==> src/rtl/jamma_joy_scanner_if.sv <==
// rtl/jamma_joy_scanner_if.sv - harness-side and core-side signals of the JAMMA joystick scanner
interface jamma_joy_scanner_if;
    logic [7:0] jjoy;
    logic [1:0] jcoin;
    logic [5:0] joystick;
    logic       jselect;
    logic [7:0] joy1;
    logic [7:0] joy2;
    logic [1:0] coin;
    logic       scan_tick;

    modport master (
        output jjoy, jcoin, joystick,
        input  jselect, joy1, joy2, coin, scan_tick
    );

    modport slave (
        input  jjoy, jcoin, joystick,
        output jselect, joy1, joy2, coin, scan_tick
    );
endinterface

==> src/rtl/jamma_joy_scanner.sv <==
// rtl/jamma_joy_scanner.sv - multiplexed JAMMA P1/P2 bus scanner with per-bit and coin debounce
module jamma_joy_scanner #(
    parameter int SETTLE    = 4,
    parameter int DEB_COUNT = 3,
    parameter int DEB_W     = 2
) (
    input  logic                pclk,
    input  logic                reset,
    jamma_joy_scanner_if.slave  bus
);
    localparam int SW = (SETTLE > 1) ? $clog2(SETTLE) : 1;
    localparam logic [SW-1:0]    SETTLE_LAST = SW'(SETTLE - 1);
    localparam logic [DEB_W-1:0] DEB_LAST    = DEB_W'(DEB_COUNT - 1);

    typedef enum logic [1:0] {S1_SET, S1_SMP, S2_SET, S2_SMP} state_t;

    state_t          state_q, state_d;
    logic [SW-1:0]   settle_q, settle_d;
    logic            jselect_q, jselect_d;
    logic            scan_tick_q, scan_tick_d;
    logic            smp1, smp2;

    logic [7:0]       joy1_q, joy1_d, joy2_q, joy2_d;
    logic [1:0]       coin_q, coin_d;
    logic [1:0]       coin_s1_q, coin_s2_q;
    logic [DEB_W-1:0] cnt1_q [8];
    logic [DEB_W-1:0] cnt1_d [8];
    logic [DEB_W-1:0] cnt2_q [8];
    logic [DEB_W-1:0] cnt2_d [8];
    logic [DEB_W-1:0] cntc_q [2];
    logic [DEB_W-1:0] cntc_d [2];
    logic [7:0]       raw1;

    // Settle counter counts up from 0, so it sits at 0 both out of reset and on every SET entry.
    always_comb begin
        state_d  = state_q;
        settle_d = settle_q;
        smp1     = 1'b0;
        smp2     = 1'b0;
        case (state_q)
            S1_SET: begin
                if (settle_q == SETTLE_LAST) begin
                    state_d  = S1_SMP;
                    settle_d = '0;
                end else begin
                    settle_d = settle_q + 1'b1;
                end
            end
            S1_SMP: begin
                smp1    = 1'b1;
                state_d = S2_SET;
            end
            S2_SET: begin
                if (settle_q == SETTLE_LAST) begin
                    state_d  = S2_SMP;
                    settle_d = '0;
                end else begin
                    settle_d = settle_q + 1'b1;
                end
            end
            S2_SMP: begin
                smp2    = 1'b1;
                state_d = S1_SET;
            end
            default: state_d = S1_SET;
        endcase
        jselect_d   = (state_d == S2_SET) || (state_d == S2_SMP);
        scan_tick_d = smp2;
    end

    function automatic logic [DEB_W:0] deb_step(input logic raw, input logic cur,
                                                input logic [DEB_W-1:0] cnt);
        if (raw == cur)
            return {cur, {DEB_W{1'b0}}};
        else if (cnt == DEB_LAST)
            return {raw, {DEB_W{1'b0}}};
        else
            return {cur, cnt + 1'b1};
    endfunction

    assign raw1 = bus.jjoy & {2'b11, bus.joystick};

    always_comb begin
        joy1_d = joy1_q;
        joy2_d = joy2_q;
        coin_d = coin_q;
        cnt1_d = cnt1_q;
        cnt2_d = cnt2_q;
        cntc_d = cntc_q;
        for (int i = 0; i < 8; i++) begin
            if (smp1) {joy1_d[i], cnt1_d[i]} = deb_step(raw1[i], joy1_q[i], cnt1_q[i]);
            if (smp2) {joy2_d[i], cnt2_d[i]} = deb_step(bus.jjoy[i], joy2_q[i], cnt2_q[i]);
        end
        for (int i = 0; i < 2; i++) begin
            if (scan_tick_q) {coin_d[i], cntc_d[i]} = deb_step(coin_s2_q[i], coin_q[i], cntc_q[i]);
        end
    end

    always_ff @(posedge pclk) begin
        if (reset) begin
            state_q     <= S1_SET;
            settle_q    <= '0;
            jselect_q   <= 1'b0;
            scan_tick_q <= 1'b0;
            joy1_q      <= 8'hFF;
            joy2_q      <= 8'hFF;
            coin_q      <= 2'b11;
            coin_s1_q   <= 2'b11;
            coin_s2_q   <= 2'b11;
            cnt1_q      <= '{default: '0};
            cnt2_q      <= '{default: '0};
            cntc_q      <= '{default: '0};
        end else begin
            state_q     <= state_d;
            settle_q    <= settle_d;
            jselect_q   <= jselect_d;
            scan_tick_q <= scan_tick_d;
            joy1_q      <= joy1_d;
            joy2_q      <= joy2_d;
            coin_q      <= coin_d;
            coin_s1_q   <= bus.jcoin;
            coin_s2_q   <= coin_s1_q;
            cnt1_q      <= cnt1_d;
            cnt2_q      <= cnt2_d;
            cntc_q      <= cntc_d;
        end
    end

    assign bus.jselect   = jselect_q;
    assign bus.scan_tick = scan_tick_q;
    assign bus.joy1      = joy1_q;
    assign bus.joy2      = joy2_q;
    assign bus.coin      = coin_q;
endmodule

==> src/flat_wrapper.sv <==
// flat-port wrapper written by rule: the top's interface ports become plain ports
module jamma_joy_scanner_flat 
#(
    parameter int SETTLE    = 4,
    parameter int DEB_COUNT = 3,
    parameter int DEB_W     = 2
)
  (pclk, reset, bus_jjoy, bus_jcoin, bus_joystick, bus_jselect, bus_joy1, bus_joy2, bus_coin, bus_scan_tick);
  jamma_joy_scanner_if bus_i ();
  input  logic pclk;
  input  logic reset;
  input wire logic [$bits(bus_i.jjoy)-1:0] bus_jjoy;
  input wire logic [$bits(bus_i.jcoin)-1:0] bus_jcoin;
  input wire logic [$bits(bus_i.joystick)-1:0] bus_joystick;
  output wire logic [$bits(bus_i.jselect)-1:0] bus_jselect;
  output wire logic [$bits(bus_i.joy1)-1:0] bus_joy1;
  output wire logic [$bits(bus_i.joy2)-1:0] bus_joy2;
  output wire logic [$bits(bus_i.coin)-1:0] bus_coin;
  output wire logic [$bits(bus_i.scan_tick)-1:0] bus_scan_tick;
  assign bus_i.jjoy = bus_jjoy;
  assign bus_i.jcoin = bus_jcoin;
  assign bus_i.joystick = bus_joystick;
  assign bus_jselect = bus_i.jselect;
  assign bus_joy1 = bus_i.joy1;
  assign bus_joy2 = bus_i.joy2;
  assign bus_coin = bus_i.coin;
  assign bus_scan_tick = bus_i.scan_tick;
  jamma_joy_scanner #(.SETTLE(SETTLE), .DEB_COUNT(DEB_COUNT), .DEB_W(DEB_W)) u_core (.pclk(pclk), .reset(reset), .bus(bus_i));
endmodule
==> config.mk <==
export PLATFORM = sky130hd
export DESIGN_NAME = jamma_joy_scanner_flat
export DESIGN_NICKNAME = d
export VERILOG_FILES = /design/src/rtl/jamma_joy_scanner_if.sv /design/src/rtl/jamma_joy_scanner.sv /design/src/flat_wrapper.sv
export SDC_FILE = /design/constraint.sdc
export NUM_CORES = 1
export LEC_CHECK = 0
export ABC_AREA = 1
export CORE_MARGIN = 5
export CORE_UTILIZATION = 48
export CTS_CLUSTER_DIAMETER = 200
export DETAILED_ROUTE_END_ITERATION = 8
export GPL_ROUTABILITY_DRIVEN = 1
export HOLD_SLACK_MARGIN = 0.08
export PLACE_DENSITY = 0.8
export SETUP_SLACK_MARGIN = 0.2
export SYNTH_ARGS = -nofsm -noshare
export SYNTH_HDL_FRONTEND = slang
export SYNTH_SLANG_ARGS = --single-unit
==> constraint.sdc <==
create_clock -name pclk -period 1.69 [get_ports pclk]
set_clock_uncertainty 0.15 [all_clocks]
set_input_delay 0.169 -clock pclk [delete_from_list [all_inputs] [get_ports pclk]]
set_output_delay 0.169 -clock pclk [all_outputs]
set_load 0.05 [all_outputs]
**Yosys cells after proc, flatten, opt, wreduce, memory -nomap -nowiden**

Cells that the tools add are included.

- Add/sub/neg operators: 19
- Equality and inequality tests: 42
- Muxes and demuxes: 42
- Bitwise operators: 19
- Reductions and logical operators: 21

Operator list:

| operator | number |
|---|---|
| 2-to-1 mux 2 bit | 39 |
| AND reduction 3 bit | 18 |
| equality test 2 bit, second input constant | 23 |
| adder 2 x 1 -> 2 bit, second input constant | 19 |
| equality test 1 bit | 18 |
| inverter 1 bit | 18 |
| bitwise AND 8 bit | 1 |
| case mux 2 bit (4 select lines) | 1 |
| equality test 2 x 1 -> 1 bit, second input constant | 1 |
| zero test 2 bit | 1 |
| 2-to-1 mux 1 bit | 2 |
| OR reduction 2 bit | 1 |
| logical OR 1 bit | 1 |

- Flip-flop bits (word level): 64
- Output and inout port bits: 20
- Logic and storage cells: 185

**Logic depth before layout (Yosys ltp)**

- Depth in word-level cells: 5
- Depth in mapped cells: 7

**Worst setup path after synthesis**

Ideal clock, no wire load.

- Kind: reg2reg
- Start point: register, netlist name u_core.bus.jselect
- End point: register u_core.cnt1_q[13] (netlist bit)
- Arrival time: 1480 ps
- Path slack: -60 ps
- Stages on the path, launching flop included: 7
- Clock period less this slack: 1750 ps
- Cells stage by stage: dfxtp_1 > inv_1 > ha_1 > buf_6 > buf_12 > o21ai_0 > a21oi_1

RTL lines:

| what | RTL line | RTL |
|---|---|---|
| end signal, assigned | jamma_joy_scanner.sv:123 | `cnt1_q <= cnt1_d;` |
| end, declared | jamma_joy_scanner.sv:26 | `logic [DEB_W-1:0] cnt1_q [8];` |

==> metrics.cfg <==
[pwr]
power_density_nw_per_um2 = 954
p_leak_nw = 1.55
power_mw = 3.52
ir_drop_v = 0.000626

[worst_setup_path]
cp.required_ns = 1.76
worst-r2r-setup-slack_ns = 0.29
critPathSlowestCell = dfxtp_4
cp_data_arrival_time_ns = 1.48
r2r-start = u_core.bus.jselect
crit_buf_inv = 3
cpLargestDelayFamily = buffers and inverters
max_stage_delay_ns = 0.36
r2r-end = u_core.cnt1_q[2]
reg2reg_depth = 6
start_kind = flip-flop
critPathMaxFanout = 7
cp-end-kind = flip-flop
path_cells = inv_2 -> ha_4 -> clkinvlp_4 -> buf_4 -> o21ai_0 -> a21oi_1
critPathKind = flip-flop to flip-flop

[floorplanning]
rows = 29
start_util_pct = 48.8
ioPinCount = 38
core_area_sq_um = 6240
dieWidth_um = 89.6
dieArea_sq_um = 8030
die_h_um = 89.6

[sta]
drv_slew = 0
fin_setup_tns_ns = 0
timing.hold.ws_ns = 0.248
finalWorstPathRequiredPeriod_ns = 1.40
worstMarginPinSlew_ns = 0.272
setup_viol = 0
worst_slack_ns = 0.286
slew_headroom_pct = 81.8
hold_violations = 0
finalCritPeriodShare_pct = 83.1
fmax_mhz = 712
rsz0062_at_grt = yes

[global_routing]
grt_max_degree = 45
grt_pass1_wl_mm = 10.5
antenna_found_initial = 0
grt-ovfl-total = 0
grt_pass1_vias = 2506
grtUsageTotal_pct = 16.9

[finish]
fin_cells = 560
diodes = 0
mostFrequentLayoutCell = nand2_1
fin_area_sq_um = 3680
seqCellArea_sq_um = 1270
layout.nets = 501
fin_util_pct = 59.0
multi_input_area_sq_um = 1400
drive_above_1_share_pct = 13.9
n_fill_cell = 561
area_delta_synth_final_pct = 21.1
layout_common_cells = nand2_1, inv_1, dfxtp_1

[clocking]
clock_path_buffers = 2
path_clk_slew_ns = 0.07
cts_sinks = 63
root_buffer = clkbuf_8
clkLatencyLatePin_ns = 0.33
ctsHtreeMaxLevel = 3
cts_buffers = 9
cts_tree = done
cts_hold_buffers = 0

[status]
status = finished, final reports clean

[place]
place_hpwl_mm = 4.26
dpl_worst_slack_ns = 0.245
gp_congestion = 0.762
io_buffers = 37
dp_cells = 540
place_area_sq_um = 3410

[detailed_routing]
vias = 2698
avgRoutedWirePerCell_um = 11.0
drc = 0
dr.pass1.iters = 4
drt_iter0_markers = 134
antenna_left = 0
wl_mm = 6.18
via_per_inst = 4.82

[synth]
syn_area_sq_um = 3040
ys_warn_count = 0
yosysSeqAreaShare_pct = 41.4
ys_ff_latch = 63
ys_types = 23
synth.avg_cell_area_sq_um = 7.03
synth_nets = 456
syn_inst = 433

[worst_hold_path]
min-delay-start = bus_jcoin[1]
hold_path.class = primary input to flip-flop
min_path_cells = 2
min_to = u_core.coin_s1_q[1]

[run]
maxCapViolations = 0

[kinds of logic (layout without fill, tap and decap cells)]
group / Yosys count / after routing / synth area share [%]
AO/OA/AOI/OAI: 88 / 88 / 14.7
adder cells (fa/ha/maj): 5 / 5 / 2.06
buffers and inverters: 88 / 138 / 13.1
flip-flops: 63 / 63 / 41.4
AND/OR/NAND/NOR: 189 / 189 / 28.7
[how the worst max path moves through the flow]
stage / from / slack, ns / cells after the start / to
final: u_core.bus.jselect / 0.29 / 6 / u_core.cnt1_q[2]
after global routing: u_core.bus.jselect / 0.18 / 6 / u_core.cnt1_q[4]
after detailed placement: u_core.bus.jselect / 0.25 / 6 / u_core.cnt1_q[14]
after global placement: u_core.bus.jselect / 0.27 / 5 / u_core.cnt1_q[8]
after CTS: u_core.bus.jselect / 0.23 / 6 / u_core.cnt1_q[14]
after floorplan: u_core.bus.jselect / 0.23 / 6 / u_core.cnt1_q[13]
[routing by layer]
metal | track usage, % | routed length [um]
met1 | 19.0 | 2830
met2 | 30.3 | 2990
met3 | 4.01 | 236
met4 | 7.17 | 125
met5 | 0 | 0
[Yosys cell counts]
cell | number | area share, %
nand2_1 | 97 | 12
inv_1 | 74 | 9.1
dfxtp_1 | 63 | 41
a21oi_1 | 53 | 8.7
nor2_1 | 38 | 4.7
nand3_1 | 26 | 4.3
o21ai_0 | 19 | 3.1
o21ai_1 | 14 | 2.3
nand3b_1 | 8 | 2.0
or2_2 | 7 | 1.4
ha_1 | 5 | 2.1
nand3_4 | 5 | 2.9
buf_2 | 4 | 0.66
buf_4 | 4 | 0.99
buf_6 | 4 | 1.5
nor3_1 | 4 | 0.66
nand4_1 | 2 | 0.41
a21oi_2 | 1 | 0.29
buf_12 | 1 | 0.66
inv_4 | 1 | 0.21
nand2_2 | 1 | 0.21
nor2_2 | 1 | 0.21
o31ai_1 | 1 | 0.25
[where the power goes]
part | internal [mW] | switching (mW) | total (mW)
Combinational | 0.212 | 0.305 | 0.517
Sequential | 1.56 | 0.0497 | 1.61
Clock | 0.772 | 0.615 | 1.39
[registers in the layout, summed over array words and instances, names as in the netlist]
signal                cells
u_core.state_q            1
u_core.bus.joy2           8
u_core.bus.joy1           8
u_core.settle_q           2
u_core.bus.scan_tick      1
u_core.cnt1_q            16
u_core.bus.coin           2
u_core.bus.jselect        1
u_core.coin_s2_q          2
u_core.coin_s1_q          2
u_core.cnt2_q            16
u_core.cntc_q             4
[timing repair]
action / in CTS / in global routing
buffers inserted: 0 / 4
endpoints found under the setup margin: 0 / 37
gates resized for setup: 0 / 9
[area by class of cell]
| class | count | area share [%] |
|---|---|---|
| clock buffers | 10 | 4.04 |
| multi-input cells | 282 | 37.9 |
| inverters | 75 | 7.81 |
| flip-flops and latches | 63 | 34.4 |
| repair buffers | 47 | 11.5 |
| well taps | 77 | 2.61 |
| clock inverters | 6 | 1.83 |
Power figures use the tool's default switching activity.
